[src/rtl/decode_pkg.sv]
// decode_pkg: constants shared by the decode stage and its hazard unit.
//   - opcode encodings (NOP, LOAD)
//   - instruction field positions; positions that move with the parameter
//     set are exposed as small helper functions so every user slices the
//     instruction word the same way.
package decode_pkg;

  localparam logic [3:0] NOP_OP  = 4'h0;
  localparam logic [3:0] LOAD_OP = 4'h8;

  // rd and rs2 both sit at the bottom of the word
  localparam int RD_LSB  = 0;
  localparam int RS2_LSB = 0;

  // rs1 sits directly above rs2
  function automatic int rs1_lsb(input int reg_idx_w);
    return reg_idx_w;
  endfunction

  // immediate sits directly above rd (overlaps rs1 by design)
  function automatic int imm_lsb(input int reg_idx_w);
    return reg_idx_w;
  endfunction

  // opcode occupies the top OPC_W bits
  function automatic int opc_lsb(input int data_w, input int opc_w);
    return data_w - opc_w;
  endfunction

endpackage

[src/rtl/decode_stage_hazard_unit.sv]
// decode_hazard_unit: load-use interlock and saturating stall counter.
// Ports:
//   clk, rst            clock, async active-high reset
//   in_valid            fetch has an instruction pending
//   out_valid           decode output register holds an instruction
//   opcode_out, rd_out  instruction currently in the output register
//   rs1_idx, rs2_idx    source indices of the pending instruction
//   flush               squash; stall cycles under flush are not counted
//   hazard_stall        combinational interlock request
//   stall_cnt           saturating count of stall cycles
module decode_hazard_unit
  import decode_pkg::*;
#(
  parameter int OPC_W     = 4,
  parameter int REG_IDX_W = 5,
  parameter int CNT_W     = 16
) (
  input  logic                 clk,
  input  logic                 rst,
  input  logic                 in_valid,
  input  logic                 out_valid,
  input  logic [OPC_W-1:0]     opcode_out,
  input  logic [REG_IDX_W-1:0] rd_out,
  input  logic [REG_IDX_W-1:0] rs1_idx,
  input  logic [REG_IDX_W-1:0] rs2_idx,
  input  logic                 flush,
  output logic                 hazard_stall,
  output logic [CNT_W-1:0]     stall_cnt
);

  logic rd_match;

  // r0 is never a real destination, so a load to r0 cannot create a hazard
  assign rd_match = (rd_out != '0) && ((rd_out == rs1_idx) || (rd_out == rs2_idx));

  assign hazard_stall = in_valid && out_valid &&
                        (opcode_out == OPC_W'(LOAD_OP)) && rd_match;

  always_ff @(posedge clk or posedge rst) begin
    if (rst)
      stall_cnt <= '0;
    else if (hazard_stall && !flush && (stall_cnt != '1))
      stall_cnt <= stall_cnt + 1'b1;
  end

endmodule

[src/rtl/decode_stage.sv]
// decode_stage: single-register decode pipeline stage.
// Slices the fetched instruction, reads the register file combinationally,
// and captures opcode / PC / operands / immediate / rd into one output
// register with a valid/ready handshake on both sides.
// Ports:
//   clk, rst                      clock, async active-high reset
//   in_valid/in_ready             fetch-side handshake
//   instr_in, next_pc_in          fetched instruction and PC+1
//   bp_taken                      predicted taken: current instr becomes NOP
//   flush                         squash output register and current input
//   rs1_idx/rs2_idx               regfile read indices (combinational)
//   rs1_data/rs2_data             regfile read data (same cycle)
//   target_addr                   zero-extended low field (combinational)
//   out_valid/out_ready           execute-side handshake
//   opcode_out, next_pc_out, rs1_data_out, rs2_data_out, imm_out, rd_out
//                                 registered decode results
//   hazard_stall, stall_cnt       load-use interlock and its stall count
// Configuration: define DECODE_HAZARD_EN to build the load-use interlock;
// without it hazard_stall and stall_cnt are constant zero.
module decode_stage
  import decode_pkg::*;
#(
  parameter int DATA_W    = 16,
  parameter int OPC_W     = 4,
  parameter int REG_IDX_W = 5,
  parameter int IMM_W     = 7,
  parameter int CNT_W     = 16
) (
  input  logic                 clk,
  input  logic                 rst,
  input  logic                 in_valid,
  output logic                 in_ready,
  input  logic [DATA_W-1:0]    instr_in,
  input  logic [DATA_W-1:0]    next_pc_in,
  input  logic                 bp_taken,
  input  logic                 flush,
  output logic [REG_IDX_W-1:0] rs1_idx,
  output logic [REG_IDX_W-1:0] rs2_idx,
  input  logic [DATA_W-1:0]    rs1_data,
  input  logic [DATA_W-1:0]    rs2_data,
  output logic [DATA_W-1:0]    target_addr,
  output logic                 out_valid,
  input  logic                 out_ready,
  output logic [OPC_W-1:0]     opcode_out,
  output logic [DATA_W-1:0]    next_pc_out,
  output logic [DATA_W-1:0]    rs1_data_out,
  output logic [DATA_W-1:0]    rs2_data_out,
  output logic [DATA_W-1:0]    imm_out,
  output logic [REG_IDX_W-1:0] rd_out,
  output logic                 hazard_stall,
  output logic [CNT_W-1:0]     stall_cnt
);

  localparam int OPC_LSB = opc_lsb(DATA_W, OPC_W);
  localparam int RS1_LSB = rs1_lsb(REG_IDX_W);
  localparam int IMM_LSB = imm_lsb(REG_IDX_W);

  typedef struct packed {
    logic [OPC_W-1:0]     opc;
    logic [DATA_W-1:0]    npc;
    logic [DATA_W-1:0]    rs1;
    logic [DATA_W-1:0]    rs2;
    logic [DATA_W-1:0]    imm;
    logic [REG_IDX_W-1:0] rd;
  } dec_out_t;

  dec_out_t         out_d, out_q;
  logic             vld_q;
  logic             capture;
  logic [IMM_W-1:0] imm_raw;

  // ---- combinational field extraction ----
  assign rs1_idx     = instr_in[RS1_LSB +: REG_IDX_W];
  assign rs2_idx     = instr_in[RS2_LSB +: REG_IDX_W];
  assign target_addr = DATA_W'(instr_in[OPC_LSB-1:0]);
  assign imm_raw     = instr_in[IMM_LSB +: IMM_W];

  always_comb begin
    out_d     = '0;
    // a predicted-taken branch squashes only the opcode; the rest of the
    // fields still flow so downstream debug sees what was fetched
    out_d.opc = bp_taken ? OPC_W'(NOP_OP) : instr_in[OPC_LSB +: OPC_W];
    out_d.npc = next_pc_in;
    out_d.rs1 = rs1_data;
    out_d.rs2 = rs2_data;
    out_d.imm = {{(DATA_W-IMM_W){imm_raw[IMM_W-1]}}, imm_raw};
    out_d.rd  = instr_in[RD_LSB +: REG_IDX_W];
  end

  // ---- handshake ----
  assign in_ready = (!vld_q || out_ready) && !hazard_stall && !flush;
  assign capture  = in_valid && in_ready;

  // ---- output register ----
  // flush has priority over everything; capture implies !flush already,
  // but keeping the branch first makes the priority explicit
  always_ff @(posedge clk or posedge rst) begin
    if (rst) begin
      vld_q     <= 1'b0;
      out_q     <= '0;
      out_q.opc <= OPC_W'(NOP_OP);
    end else if (flush) begin
      vld_q <= 1'b0;
    end else if (capture) begin
      vld_q <= 1'b1;
      out_q <= out_d;
    end else if (vld_q && out_ready) begin
      vld_q <= 1'b0;
    end
  end

  assign out_valid    = vld_q;
  assign opcode_out   = out_q.opc;
  assign next_pc_out  = out_q.npc;
  assign rs1_data_out = out_q.rs1;
  assign rs2_data_out = out_q.rs2;
  assign imm_out      = out_q.imm;
  assign rd_out       = out_q.rd;

  // ---- load-use interlock ----
`ifdef DECODE_HAZARD_EN
  decode_hazard_unit #(
    .OPC_W     (OPC_W),
    .REG_IDX_W (REG_IDX_W),
    .CNT_W     (CNT_W)
  ) u_hazard (
    .clk          (clk),
    .rst          (rst),
    .in_valid     (in_valid),
    .out_valid    (vld_q),
    .opcode_out   (out_q.opc),
    .rd_out       (out_q.rd),
    .rs1_idx      (rs1_idx),
    .rs2_idx      (rs2_idx),
    .flush        (flush),
    .hazard_stall (hazard_stall),
    .stall_cnt    (stall_cnt)
  );
`else
  assign hazard_stall = 1'b0;
  assign stall_cnt    = '0;
`endif

endmodule

[config.mk]
export PLATFORM = sky130hd
export DESIGN_NAME = decode_stage
export DESIGN_NICKNAME = d
export VERILOG_FILES = /design/src/rtl/decode_pkg.sv /design/src/rtl/decode_stage_hazard_unit.sv /design/src/rtl/decode_stage.sv
export SDC_FILE = /design/constraint.sdc
export NUM_CORES = 1
export LEC_CHECK = 0
export ABC_CLOCK_PERIOD_IN_PS = 4500
export BUFFER_PORTS_ARGS = -buffer_cell sky130_fd_sc_hd__buf_2
export CAP_MARGIN = 20
export CORE_MARGIN = 10
export CORE_UTILIZATION = 42
export DETAILED_ROUTE_END_ITERATION = 12
export PLACE_DENSITY = 0.88
export SLEW_MARGIN = 5
export SYNTH_ARGS = -nofsm -noshare
export SYNTH_HDL_FRONTEND = slang
export SYNTH_HIERARCHICAL = 1
export SYNTH_SLANG_ARGS = --single-unit
[constraint.sdc]
create_clock -name clk -period 4.5 [get_ports clk]
set_input_delay 1.125 -clock clk [delete_from_list [all_inputs] [get_ports clk]]
set_output_delay 1.125 -clock clk [all_outputs]
set_load 0.02 [all_outputs]
==> summary.txt <==
Logic synthesis
  • Synth Cell Area: 3160 um2
  • Synth top cells by count: dfrtp_1, mux2_4, buf_4
  • Area fraction of the dominant cell type after synthesis: 51.4%
  • Top-count cell post-synth: dfrtp_1
  • Mapped Cells: 199
  • Yosys cell types: 12
  • Ys async rst share: 100%
  • Yosys warns: 6
  • Ys flop type: dfrtp_1
  • Synth area leader: dfrtp_1
  • Yosys reg bits: 65
  • Top cells by area, synth: dfrtp_1, mux2_4, buf_4, buf_12, mux2_2
  • Post-synth EDFFs: 0
  • Post-synthesis area per instance: 15.9 um2
  • Post-synthesis sequential area ratio: 51.4%

Finish
  • Multi-input gate area: 1090 um2
  • Filler cell count: 650
  • Post-layout nets: 410
  • Synth-to-Final Area Change: 25.0%
  • Diodes inserted: 0
  • Cell area after layout: 3950 um2
  • FF/Latch Area: 1630 um2
  • Layout cells sized above 1: 73.0%

Route
  • DRC viols: 0
  • Routed vias: 1,931
  • Detail Route Antenna Nets: 0
  • Drt first-iter violations: 24
  • Routed WL per cell: 16.8 um
  • DR vias/cell: 4.35
  • Routed wire length: 7460 um
  • DRT Pass-1 Iters: 4

Die
  • Core area: 7290 um2
  • Die Area: 11,400 um2
  • I/O pins: 188
  • Starting Density: 43.4%
  • Std cell rows: 31
  • Die Ht: 107 um
  • Die width: 107 um

Power and ir drop
  • Comb pwr share: 28.5%
  • Power Internal: 1.31 mW
  • Sw Pwr: 576 uW
  • IR drop worst, VDD: 0.255 mV
  • Switching share of power: 30.6%
  • Sequential fraction of design power: 39.1%
  • Clock power frac: 32.3%
  • PwrDens: 476 nW/um2
  • Leak: 2.12 nW

Timing
  • Max-slew violations: 0
  • Fin Setup TNS: 0 ns
  • Post-route clock period utilization: 60.8%
  • Worst setup margin: 1.77 ns
  • Maximum clock frequency: 366 MHz
  • Final Hold Viols: 0
  • Minimum clock period: 2.73 ns
  • Worst-Margin Slew: 0.623 ns
  • Max_slew headroom: 58.4%
  • Setup violators final: 0
  • Min Hold Slack: 0.504 ns
  • Clock skew: 0.00576 ns
  • RSZ-0062 raised after global routing: false

Min path
  • Worst Hold Class: reg -> reg

Placed design
  • Dpl ws: 1.77 ns
  • DP HPWL: 6030 um
  • Placed cell area: 3700 um2
  • Port bufs: 166
  • Gpl congestion: 0.777

Global route
  • Largest net degree at the start of global routing: 36
  • Initial antenna violation count: 0
  • Grt total ovfl: 0
  • First-pass GRT wire length: 11,800 um
  • GRT Total Usage: 12.8%
  • Vias in the first global route: 2,270

CTS
  • Worst-Skew Late Latency: 0.32 ns
  • # clock sinks: 65
  • CTS tree: done
  • CTS clk-pin slew, worst paths: 0.06 ns
  • # Post-CTS Setup Buffers: 0
  • Clock buffer depth: 2
  • Cts hold-fix bufs: 0
  • Post-CTS sizing: 0
  • CTS Buf Count: 9
  • Clk root buf: clkbuf_8
  • H-tree depth: 3

Critical path
  • Crit. End Element: output pin
  • Crit Path Class: in -> out
  • Critical path peak fanout: 3
  • Req. time, crit path: 3.38 ns
  • Crit path launch type: input pin
  • Critical Path AT: 1.61 ns

Run
  • MaxCap Viol Count: 0

Outcome
  • Run status: finished, final reports clean
-- final timing paths --
| path | from | endpoint | slack [ns] | depth (start not counted) |
|---|---|---|---|---|
| setup / recovery | out_ready | in_ready | 1.77 | 4 |
| hold reg to reg | imm_out[3] | imm_out[3] | 0.50 | 1 |
| min in group asynchronous | rst | next_pc_out[6] | 0.87 | 2 |
| max in group asynchronous | rst | rs2_data_out[13] | 2.76 | 3 |
| hold / removal | imm_out[3] | imm_out[3] | 0.50 | 1 |
| setup reg to reg | out_valid | rs2_data_out[1] | 2.74 | 4 |
-- state kept, by name, indices dropped and copies added, names as in the netlist --
register,cells
imm_out,7
next_pc_out,16
opcode_out,4
out_valid,1
rd_out,5
rs1_data_out,16
rs2_data_out,16
-- kinds of logic after synthesis --
kind of cell	count (synthesis)	synth area share (%)
multiplexers	64	29.9
flip-flops	65	51.4
AND/OR/NAND/NOR	9	1.98
buffers and inverters	60	16.6
other	1	0.119
-- final cells by class --
| cell class | count | share of cell area (%) |
|---|---|---|
| clock buffer | 10 | 3.48 |
| clock inverter | 6 | 2.91 |
| inverter | 1 | 0.0949 |
| multi-input combinational | 94 | 27.7 |
| sequential | 65 | 41.1 |
| tap | 99 | 3.13 |
| timing repair buffer | 169 | 21.6 |
-- power groups by stage --
stage | registers (mW) | logic (mW) | clock network [mW]
2_1_floorplan | 0.868 | 0.282 | 0
3_3_place_gp | 0.740 | 0.535 | 0
3_5_place_dp | 0.745 | 0.547 | 0
4_1_cts | 0.738 | 0.548 | 0.631
5_1_grt | 0.751 | 0.571 | 0.654
6_report | 0.736 | 0.537 | 0.609
-- per-stage QoR --
| stage | power [mW] | utilization (%) | cells |
|---|---|---|---|
| floorplan | 1.15 | - | 219 |
| global placement | 1.28 | 50.8 | 428 |
| detailed placement | 1.29 | 50.8 | 428 |
| CTS | 1.92 | 54.2 | 444 |
| global route | 1.98 | 54.2 | 444 |
| finish | 1.88 | 54.2 | 444 |
-- critical path, stage by stage --
cell	delay, ns
buf_2	0.11
nor2b_4	0.16
nor2_1	0.05
buf_2	0.15
-- cells in the final DEF, fill, tap and decap left out, drive strengths merged --
cell type  instances
inv                1
nor2b              5
nor2               3
bufinv             3
conb              21
clkinv             2
clkbuf            10
nor3b              1
dfrtp             65
mux2              64
clkinvlp           1
buf              169
-- metal layers --
metal / GRT usage, % / part of all wire [%] / vias up
met4: 5.22 / 1.3 / 0
li1: - / - / 871
met2: 21.4 / 50 / 115
met3: 6.17 / 11 / 12
met5: 0 / 0 / -
met1: 13.5 / 37 / 933
No activity file was read; power rests on OpenSTA's default activity.
